--- src/rtl/usb_buffer_pkg.sv ---
// Shared constants, state encoding and size decoding for the USB/AHB buffer arbiter.
package usb_buffer_pkg;

  localparam int unsigned BUF_DEPTH = 64;
  localparam int unsigned PTR_W     = 6;
  localparam int unsigned OCC_W     = 7;
  localparam int unsigned LEN_W     = 3;
  localparam int unsigned CNT_W     = 2;

  localparam logic [1:0] SIZE_1B      = 2'b00;
  localparam logic [1:0] SIZE_2B      = 2'b01;
  localparam logic [1:0] SIZE_4B      = 2'b10;
  localparam logic [1:0] SIZE_ILLEGAL = 2'b11;

  typedef enum logic [2:0] {
    ST_IDLE     = 3'd0,
    ST_AHB_XFER = 3'd1,
    ST_USB_XFER = 3'd2,
    ST_CLEAR    = 3'd3,
    ST_ERR      = 3'd4
  } state_e;

  // Byte length of an AHB transfer; zero for the illegal encoding.
  function automatic logic [LEN_W-1:0] size_len(input logic [1:0] size);
    case (size)
      SIZE_1B: size_len = LEN_W'(1);
      SIZE_2B: size_len = LEN_W'(2);
      SIZE_4B: size_len = LEN_W'(4);
      default: size_len = LEN_W'(0);
    endcase
  endfunction

endpackage

--- src/rtl/buffer_pointer_tracker.sv ---
// Read/write pointers (modulo 64) and byte occupancy of the shared buffer.
module buffer_pointer_tracker
  import usb_buffer_pkg::*;
(
  input  logic             clk,
  input  logic             rst,
  input  logic             inc_wr,
  input  logic             inc_rd,
  input  logic             clear,
  output logic [PTR_W-1:0] wr_ptr,
  output logic [PTR_W-1:0] rd_ptr,
  output logic [OCC_W-1:0] occupancy
);

  always_ff @(posedge clk) begin
    if (rst || clear) begin
      wr_ptr    <= '0;
      rd_ptr    <= '0;
      occupancy <= '0;
    end else begin
      if (inc_wr) wr_ptr <= wr_ptr + PTR_W'(1);
      if (inc_rd) rd_ptr <= rd_ptr + PTR_W'(1);
      occupancy <= occupancy + OCC_W'(inc_wr) - OCC_W'(inc_rd);
    end
  end

endmodule

--- src/rtl/buffer_arbiter.sv ---
// Arbitrates AHB multi-byte and USB single-byte accesses to a 64-byte single-port buffer.
// Optional BUFFER_ARB_ROUND_ROBIN_EN: alternate the winner on simultaneous requests.
module buffer_arbiter
  import usb_buffer_pkg::*;
(
  input  logic             clk,
  input  logic             rst,
  input  logic             ahbReq,
  input  logic             ahbWrite,
  input  logic [1:0]       dataSize,
  input  logic             usbReq,
  input  logic             usbWrite,
  input  logic             flush,
  output logic             bufWe,
  output logic             bufRe,
  output logic [PTR_W-1:0] wrPtr,
  output logic [PTR_W-1:0] rdPtr,
  output logic             ahbGrant,
  output logic             usbGrant,
  output logic             ahbDone,
  output logic             usbDone,
  output logic [OCC_W-1:0] occupancy,
  output logic             bufferReserved,
  output logic             sizeError
);

  state_e           state, state_next;
  logic [CNT_W-1:0] cnt, cnt_next;
  logic             xfer_write, write_next;
  logic             we_next, re_next;
  logic             ahb_grant_next, usb_grant_next;
  logic             ahb_done_next, usb_done_next;
  logic             err_next, reserved_next;
  logic             clear_c, pick_usb_c;
  logic             ahb_ok_c, usb_ok_c;
  logic [LEN_W-1:0] ahb_len_c;
  logic [OCC_W-1:0] occ_next_c;

  buffer_pointer_tracker u_tracker (
    .clk       (clk),
    .rst       (rst),
    .inc_wr    (bufWe),
    .inc_rd    (bufRe),
    .clear     (clear_c),
    .wr_ptr    (wrPtr),
    .rd_ptr    (rdPtr),
    .occupancy (occupancy)
  );

  // Legality of each side's pending request against the current fill level.
  assign ahb_len_c = size_len(dataSize);
  assign ahb_ok_c  = (dataSize != SIZE_ILLEGAL) &&
                     (ahbWrite ? (({1'b0, occupancy} + 8'(ahb_len_c)) <= 8'(BUF_DEPTH))
                               : (OCC_W'(ahb_len_c) <= occupancy));
  assign usb_ok_c  = usbWrite ? (occupancy < OCC_W'(BUF_DEPTH)) : (occupancy != '0);

`ifdef BUFFER_ARB_ROUND_ROBIN_EN
  logic last_usb;

  // Remembers which side was last granted; starts as USB so AHB wins the first tie.
  always_ff @(posedge clk) begin
    if (rst) begin
      last_usb <= 1'b1;
    end else if (state == ST_IDLE && state_next == ST_USB_XFER) begin
      last_usb <= 1'b1;
    end else if (state == ST_IDLE && state_next == ST_AHB_XFER) begin
      last_usb <= 1'b0;
    end
  end

  assign pick_usb_c = usbReq && (!ahbReq || !last_usb);
`else
  assign pick_usb_c = usbReq;
`endif

  always_ff @(posedge clk) begin
    if (rst) begin
      state      <= ST_IDLE;
      cnt        <= '0;
      xfer_write <= 1'b0;
    end else begin
      state      <= state_next;
      cnt        <= cnt_next;
      xfer_write <= write_next;
    end
  end

  // Next state plus the output values that will be visible during that state.
  always_comb begin
    state_next     = state;
    cnt_next       = cnt;
    write_next     = xfer_write;
    we_next        = 1'b0;
    re_next        = 1'b0;
    ahb_grant_next = 1'b0;
    usb_grant_next = 1'b0;
    ahb_done_next  = 1'b0;
    usb_done_next  = 1'b0;
    err_next       = 1'b0;
    clear_c        = 1'b0;
    case (state)
      ST_IDLE: begin
        if (flush) begin
          state_next = ST_CLEAR;
          clear_c    = 1'b1;
        end else if (pick_usb_c) begin
          if (usb_ok_c) begin
            state_next     = ST_USB_XFER;
            cnt_next       = '0;
            write_next     = usbWrite;
            we_next        = usbWrite;
            re_next        = !usbWrite;
            usb_grant_next = 1'b1;
            usb_done_next  = 1'b1;
          end else begin
            state_next    = ST_ERR;
            err_next      = 1'b1;
            usb_done_next = 1'b1;
          end
        end else if (ahbReq) begin
          if (ahb_ok_c) begin
            state_next     = ST_AHB_XFER;
            cnt_next       = CNT_W'(ahb_len_c - LEN_W'(1));
            write_next     = ahbWrite;
            we_next        = ahbWrite;
            re_next        = !ahbWrite;
            ahb_grant_next = 1'b1;
            ahb_done_next  = (ahb_len_c == LEN_W'(1));
          end else begin
            state_next    = ST_ERR;
            err_next      = 1'b1;
            ahb_done_next = 1'b1;
          end
        end
      end
      ST_AHB_XFER, ST_USB_XFER: begin
        if (cnt == '0) begin
          state_next = ST_IDLE;
        end else begin
          cnt_next = cnt - CNT_W'(1);
          we_next  = xfer_write;
          re_next  = !xfer_write;
          if (state == ST_AHB_XFER) begin
            ahb_grant_next = 1'b1;
            ahb_done_next  = (cnt == CNT_W'(1));
          end else begin
            usb_grant_next = 1'b1;
            usb_done_next  = (cnt == CNT_W'(1));
          end
        end
      end
      ST_CLEAR, ST_ERR: state_next = ST_IDLE;
      default:          state_next = ST_IDLE;
    endcase
  end

  // Fill level after this edge, so bufferReserved tracks occupancy without lag.
  assign occ_next_c    = clear_c ? '0 : (occupancy + OCC_W'(bufWe) - OCC_W'(bufRe));
  assign reserved_next = (state_next == ST_AHB_XFER) || (occ_next_c != '0);

  always_ff @(posedge clk) begin
    if (rst) begin
      bufWe          <= 1'b0;
      bufRe          <= 1'b0;
      ahbGrant       <= 1'b0;
      usbGrant       <= 1'b0;
      ahbDone        <= 1'b0;
      usbDone        <= 1'b0;
      sizeError      <= 1'b0;
      bufferReserved <= 1'b0;
    end else begin
      bufWe          <= we_next;
      bufRe          <= re_next;
      ahbGrant       <= ahb_grant_next;
      usbGrant       <= usb_grant_next;
      ahbDone        <= ahb_done_next;
      usbDone        <= usb_done_next;
      sizeError      <= err_next;
      bufferReserved <= reserved_next;
    end
  end

endmodule

--- config.mk ---
export PLATFORM = sky130hd
export DESIGN_NAME = buffer_arbiter
export DESIGN_NICKNAME = d
export VERILOG_FILES = /design/src/rtl/usb_buffer_pkg.sv /design/src/rtl/buffer_pointer_tracker.sv /design/src/rtl/buffer_arbiter.sv
export SDC_FILE = /design/constraint.sdc
export NUM_CORES = 1
export LEC_CHECK = 0
export ABC_AREA = 1
export CORE_UTILIZATION = 48
export DETAILED_ROUTE_END_ITERATION = 16
export PLACE_DENSITY = 0.76
export SETUP_SLACK_MARGIN = 0.05
export SYNTH_ARGS = -nofsm -noshare
export SYNTH_HDL_FRONTEND = slang
export SYNTH_SLANG_ARGS = --single-unit
export TNS_END_PERCENT = 1
--- constraint.sdc ---
create_clock -name clk -period 2.4 [get_ports clk]
set_input_delay 0.48 -clock clk [delete_from_list [all_inputs] [get_ports clk]]
set_output_delay 0.48 -clock clk [all_outputs]
set_load 0.01 [all_outputs]
# --- Word-level counts from Yosys, hierarchy flattened ---
# Cells that the tools add are included.
totals:
  in_bits: 9
  word_cells: 125
  out_inout_bits: 27
  ff_bits: 33
op_classes:
  n_lt_le_gt_ge: 3
  eq_ne: 14
  mux: 67
  n_bitwise: 2
  add_sub_neg: 7
  reduce_logical: 18
op_table:
  columns: ["op", "count"]
  rows:
  - ["2-to-1 mux 1 bit", 45]
  - ["2-to-1 mux 3 bit", 6]
  - ["nonzero test 7 bit", 2]
  - ["adder 6 x 1 -> 6 bit (second input constant)", 2]
  - ["2-to-1 mux 2 bit", 6]
  - ["one-hot mux 1 bit (2 select lines)", 6]
  - ["equality test 3 x 1 -> 1 bit (second input constant)", 3]
  - ["!= test 3 bit (second input constant)", 3]
  - ["one-hot mux 3 bit (3 select lines)", 1]
  - ["adder 7 x 3 -> 8 bit", 1]
  - ["<= comparator 8 x 7 -> 1 bit (second input constant)", 1]
  - ["adder 7 x 1 -> 7 bit", 1]
  - ["<= comparator 3 x 7 -> 1 bit", 1]
  - ["less-than comparator 7 bit (second input constant)", 1]
  - ["2-to-1 mux 7 bit", 1]
  - ["subtractor 7 x 1 -> 7 bit", 1]
  - ["!= test 2 bit (second input constant)", 3]
  - ["one-hot mux 3 bit (2 select lines)", 1]
  - ["AND reduction 6 bit", 1]
  - ["nonzero test 2 bit", 3]
  - ["AND reduction 5 bit", 1]
  - ["equality test 2 x 1 -> 1 bit (second input constant)", 2]
  - ["zero test 2 bit", 2]
  - ["one-hot mux 2 bit (2 select lines)", 1]
  - ["other kinds (11)", 16]

# --- Longest topological paths before layout ---
logic_depth:
  depth_word: 13
  depth_mapped: 24
  ltp_nobuf: 23

# --- Modules after synthesis ---
# From an unflattened synthesis, not the netlist that was laid out.
unflattened:
  hier_cells: 352
  area_unflattened_um2: 2398.6
by_module_without_submodules:
  columns: ["mod", "instances", "area_per_inst_um2", "seq_area_each_um2", "cells_each"]
  rows:
  - ["buffer_arbiter", 1, 1402.6, 280.3, 218]
  - ["buffer_pointer_tracker", 1, 996.0, 380.4, 134]

# --- Least setup slack after synthesis ---
# No wires, ideal clock.
synth_timing:
  path_type: "register -> register"
  start: "reg u_tracker.occupancy[0]"
  end: "reg bufferReserved"
  n_path_buf: 0
  setup_ns: 0.126
  slack_ns: 0.042
  period_less_slack_ns: 2.358
  arrival_ns: 2.232
  required_ns: 2.274
  stages_incl_launch_ff: 15
  cell_sequence: "dfxtp_1 > inv_1 > ha_1 > inv_1 > ha_1 > inv_1 > fa_1 > o21ai_0 > a21oi_1 > nor2_1 > nor2_1 > xnor2_1 > a21oi_1 > nor2_1 > o21ai_2"
synth_via:
  elab_chain_cells: 11
  elab_cells_between_ends: 20
  cone_classes: "3 x add/sub; 3 x order compare; 1 x eq/ne; 9 x mux; 4 x reduce/logical"
synth_rtl:
  columns: ["element", "line_no", "rtl"]
  rows:
  - ["from (decl)", "buffer_pointer_tracker.sv:12", "output logic [OCC_W-1:0] occupancy"]
  - ["from (signal assigned)", "buffer_pointer_tracker.sv:23", "occupancy <= occupancy + OCC_W'(inc_wr) - OCC_W'(inc_rd);"]
  - ["adder 7 x 3 -> 8 bit", "buffer_arbiter.sv:53", "(ahbWrite ? (({1'b0, occupancy} + 8'(ahb_len_c)) <= 8'(BUF_DEPTH))"]
  - ["<= comparator 8 x 7 -> 1 bit", "buffer_arbiter.sv:53", null]
  - ["2-to-1 mux 1 bit", "buffer_arbiter.sv:53", null]
  - ["logical AND 1 bit", "buffer_arbiter.sv:52", "assign ahb_ok_c = (dataSize != SIZE_ILLEGAL) &&"]
  - ["2-to-1 mux 3 bit", "buffer_arbiter.sv:121", "if (ahb_ok_c) begin"]
  - ["2-to-1 mux 3 bit", "buffer_arbiter.sv:120", "end else if (ahbReq) begin"]
  - ["2-to-1 mux 3 bit", "buffer_arbiter.sv:106", "end else if (pick_usb_c) begin"]
  - ["2-to-1 mux 3 bit", "buffer_arbiter.sv:103", "if (flush) begin"]
  - ["one-hot mux 3 bit (2 select lines)", "buffer_arbiter.sv:101", "case (state)"]
  - ["equality test 3 x 1 -> 1 bit", "buffer_arbiter.sv:159", "assign reserved_next = (state_next == ST_AHB_XFER) || (occ_next_c != '0);"]
  - ["logical OR 1 bit *", "buffer_arbiter.sv:159", null]
  - ["to (signal assigned)", "buffer_arbiter.sv:179", "bufferReserved <= reserved_next;"]
  - ["to (decl)", "buffer_arbiter.sv:23", "output logic bufferReserved,"]
# Mark *: on every way between the ends. The rest lies on a longest branch, timed or not.
# A chain may end at the register's enable or synchronous reset.

# --- Final worst setup path ---
# Same ends and word-level chain as after synthesis.

==> results_dict.tcl <==
set metrics [dict create \
    status "finished, final reports clean" \
    worstHoldStart "xfer_write" \
    worst_pin_slew_ps 353 \
    netlist_area_um2 2110 \
    worstPathRequired_ps 2590 \
    n_fill_cell 347 \
    place_ws_ps -423 \
    ir_worst_vdd_uv 441 \
    yosysUniqueCellTypes 36 \
    io_buffers 35 \
    synth.area.top_cells "dfxtp_1 (31%), ha_1 (12%), nor2_1 (8.4%), nand2_1 (8.2%), inv_1 (6.6%)" \
    cts.path.max_buffers 2 \
    seq_area_frac_synth_pct 31.3 \
    final_nets 376 \
    regToRegSetupSlack_ps 150 \
    min_path_cells 2 \
    antenna_left 0 \
    avgSynthCellArea_um2 7.35 \
    power_density_nw_per_um2 878 \
    synth_top_cell_by_area "dfxtp_1" \
    async_flop_share_pct 0 \
    netlist_instances 287 \
    die_h_um 68.3 \
    grt_pass1_vias 1870 \
    io_pins 36 \
    fin_crit_ps 2250 \
    rsz0062_at_grt "yes" \
    maxSlewHeadroom_pct 76.4 \
    grt_pass1_wl_um 8140 \
    end_kind "flip-flop" \
    layout-drive-gt1-share_pct 17.9 \
    synth-main-ff-cell "dfxtp_1" \
    worstSkewPairLatency_ps 290 \
    leakage_uw 0.00123 \
    crit_start "u_tracker.occupancy[0]" \
    wl_um 5100 \
    path_max_fanout 2 \
    numCtsBuffers 5 \
    grt_start_max_net_pins 12 \
    max_cap_viol_count 0 \
    n_antenna_cell 0 \
    synth_edf_count 0 \
    grt_use_total_pct 23.4 \
    reg2reg_to "bufferReserved" \
    drv_slew 0 \
    viasPerCell 5.23 \
    dieArea_um2 4660 \
    die_w_um 68.3 \
    cts_root_buf "clkbuf_8" \
    cts_tree "yes" \
    drtIter0Drc 178 \
    worstHoldEndpoint "xfer_write" \
    r2r_cells 14 \
    fp-row-count 23 \
    fin_ws_ps 152 \
    wl_per_cell_um 12.9 \
    synth_common_cells "nor2_1 (47), nand2_1 (46), inv_1 (37), dfxtp_1 (33), ha_1 (21)" \
    initial_core_util_pct 51.3 \
    hpwl_um 3720 \
    fmax_ghz 0.445 \
    synth_nets 318 \
    dr.pass1.iters 4 \
    h-tree-depth 2 \
    coreArea_um2 4120 \
    postCtsHoldBufs 0 \
    path_class "flip-flop to flip-flop" \
    ys_warn_count 0 \
    clk_pin_slew_ps 70 \
    finalSetupViolCount 0 \
    reg2reg_from "u_tracker.occupancy[0]" \
    finClkSkew_ps 5.49 \
    period_share_pct 93.7 \
    yosysTopAreaCellShare_pct 31.3 \
    antenna_found_initial 0 \
    ys_seq_elements 33 \
    postLayoutCoreUtil_pct 67.6 \
    hp-class "flip-flop to flip-flop" \
    gr-total-overflow 0 \
    vias 2070 \
    area_growth_pct 31.8 \
    clock_sinks 33 \
    gp_congestion 0.856 \
    drc 0 \
    hold_ws_ps 505 \
    arrival_ps 2430 \
    finalHoldViolations 0 \
    post-synth-top-count-cell "nor2_1" \
    worstSetupStartpointType "flip-flop" \
]
## cells in the final DEF, fill, tap and decap left out, types with 2 or more instances in the layout
master           instances
nor2_1                  47
nand2_1                 46
inv_1                   34
clkdlybuf4s50_1         33
dfxtp_1                 31
buf_4                   20
ha_1                    19
a21oi_1                 14
nand3_1                 13
inv_2                    7
xor2_1                   7
a31oi_1                  7
clkbuf_8                 7
nand2_2                  6
nand4_1                  6
nor3b_1                  6
nand3_2                  5
o21ai_0                  4
o21ai_2                  3
mux2i_1                  3
xnor2_1                  3
o21a_1                   2
ha_4                     2
dfxtp_2                  2
clkbuf_2                 2
## how the worst max path moves through the flow
stage | to | depth (start not counted) | slack, ps
after floorplan | bufferReserved | 14 | 110
after global placement | xfer_write | 20 | -350
after detailed placement | xfer_write | 20 | -420
after CTS | bufferReserved | 14 | 10
after global routing | bufferReserved | 14 | 30
final | bufferReserved | 14 | 150
## stage by stage
stage	cells	setup TNS [ps]	area (um^2)	total power (uW)
after floorplan	287	0	2110	1510
after global placement	387	-3440	2640	1860
after detailed placement	387	-4030	2640	1880
after CTS	395	0	2740	2370
after global routing	396	0	2780	2620
final	396	0	2780	2440
## worst max-delay path, cell delays in order, from the launching register on
cell and delay [ps]:
dfxtp_2 340, inv_2 50, ha_4 200, inv_2 60, ha_4 120, inv_2 40, fa_2 400, o21ai_2 150
a21oi_1 90, nor2_1 100, nor2_1 50, xnor2_1 200, a21oi_1 100, nor2_1 180, o21ai_2 70
## layout make-up
class	count	area (um^2)	area share (%)
clock buffers	7	96.3	3.47
clock inverters	1	5.00	0.180
inverters	42	158	5.67
multi-input cells	208	1310	46.9
flip-flops and latches	33	663	23.9
well taps	50	62.6	2.25
repair buffers	55	490	17.6
## cells by family after synthesis
| group | Yosys count | share of synthesized area (%) |
|---|---|---|
| AND/OR/NAND/NOR | 138 | 31.2 |
| multiplexers | 3 | 1.42 |
| XOR/XNOR | 10 | 4.15 |
| AO/OA/AOI/OAI | 35 | 9.96 |
| flip-flops | 33 | 31.3 |
| buffers and inverters | 46 | 8.54 |
| adder cells (fa/ha/maj) | 22 | 13.4 |
## per-layer routing
metal,share of wire [%],up-vias,global-route usage (%),routed length (um)
met5,0,-,0,0
met4,1.6,0,9.90,80
met3,5.7,9,5.17,291
met2,47,70,39.0,2390
met1,46,946,28.6,2340
li1,-,1045,-,-
## sequential cells by signal, summed over array words and instances, names as in the netlist, 2 cells and up
name / flops
u_tracker.rd_ptr: 6
u_tracker.occupancy: 7
cnt: 2
u_tracker.wr_ptr: 6
state: 3
## power by group
group / total (uW) / switching, uW / leakage [uW] / internal [uW]
registers: 709 / 73.3 / 0.000269 / 636
logic: 1260 / 705 / 0.000909 / 553
clock network: 473 / 214 / 0.0000542 / 259
total: 2440 / 992 / 0.00123 / 1450
## what timing repair did
| item | 4_1_cts | 5_1_grt |
|---|---|---|
| buffers inserted | 0 | 1 |
| pin swaps | 0 | 7 |
| setup endpoints to repair | 11 | 9 |
| gates resized for setup | 2 | 15 |
Power figures use the tool's default switching activity.
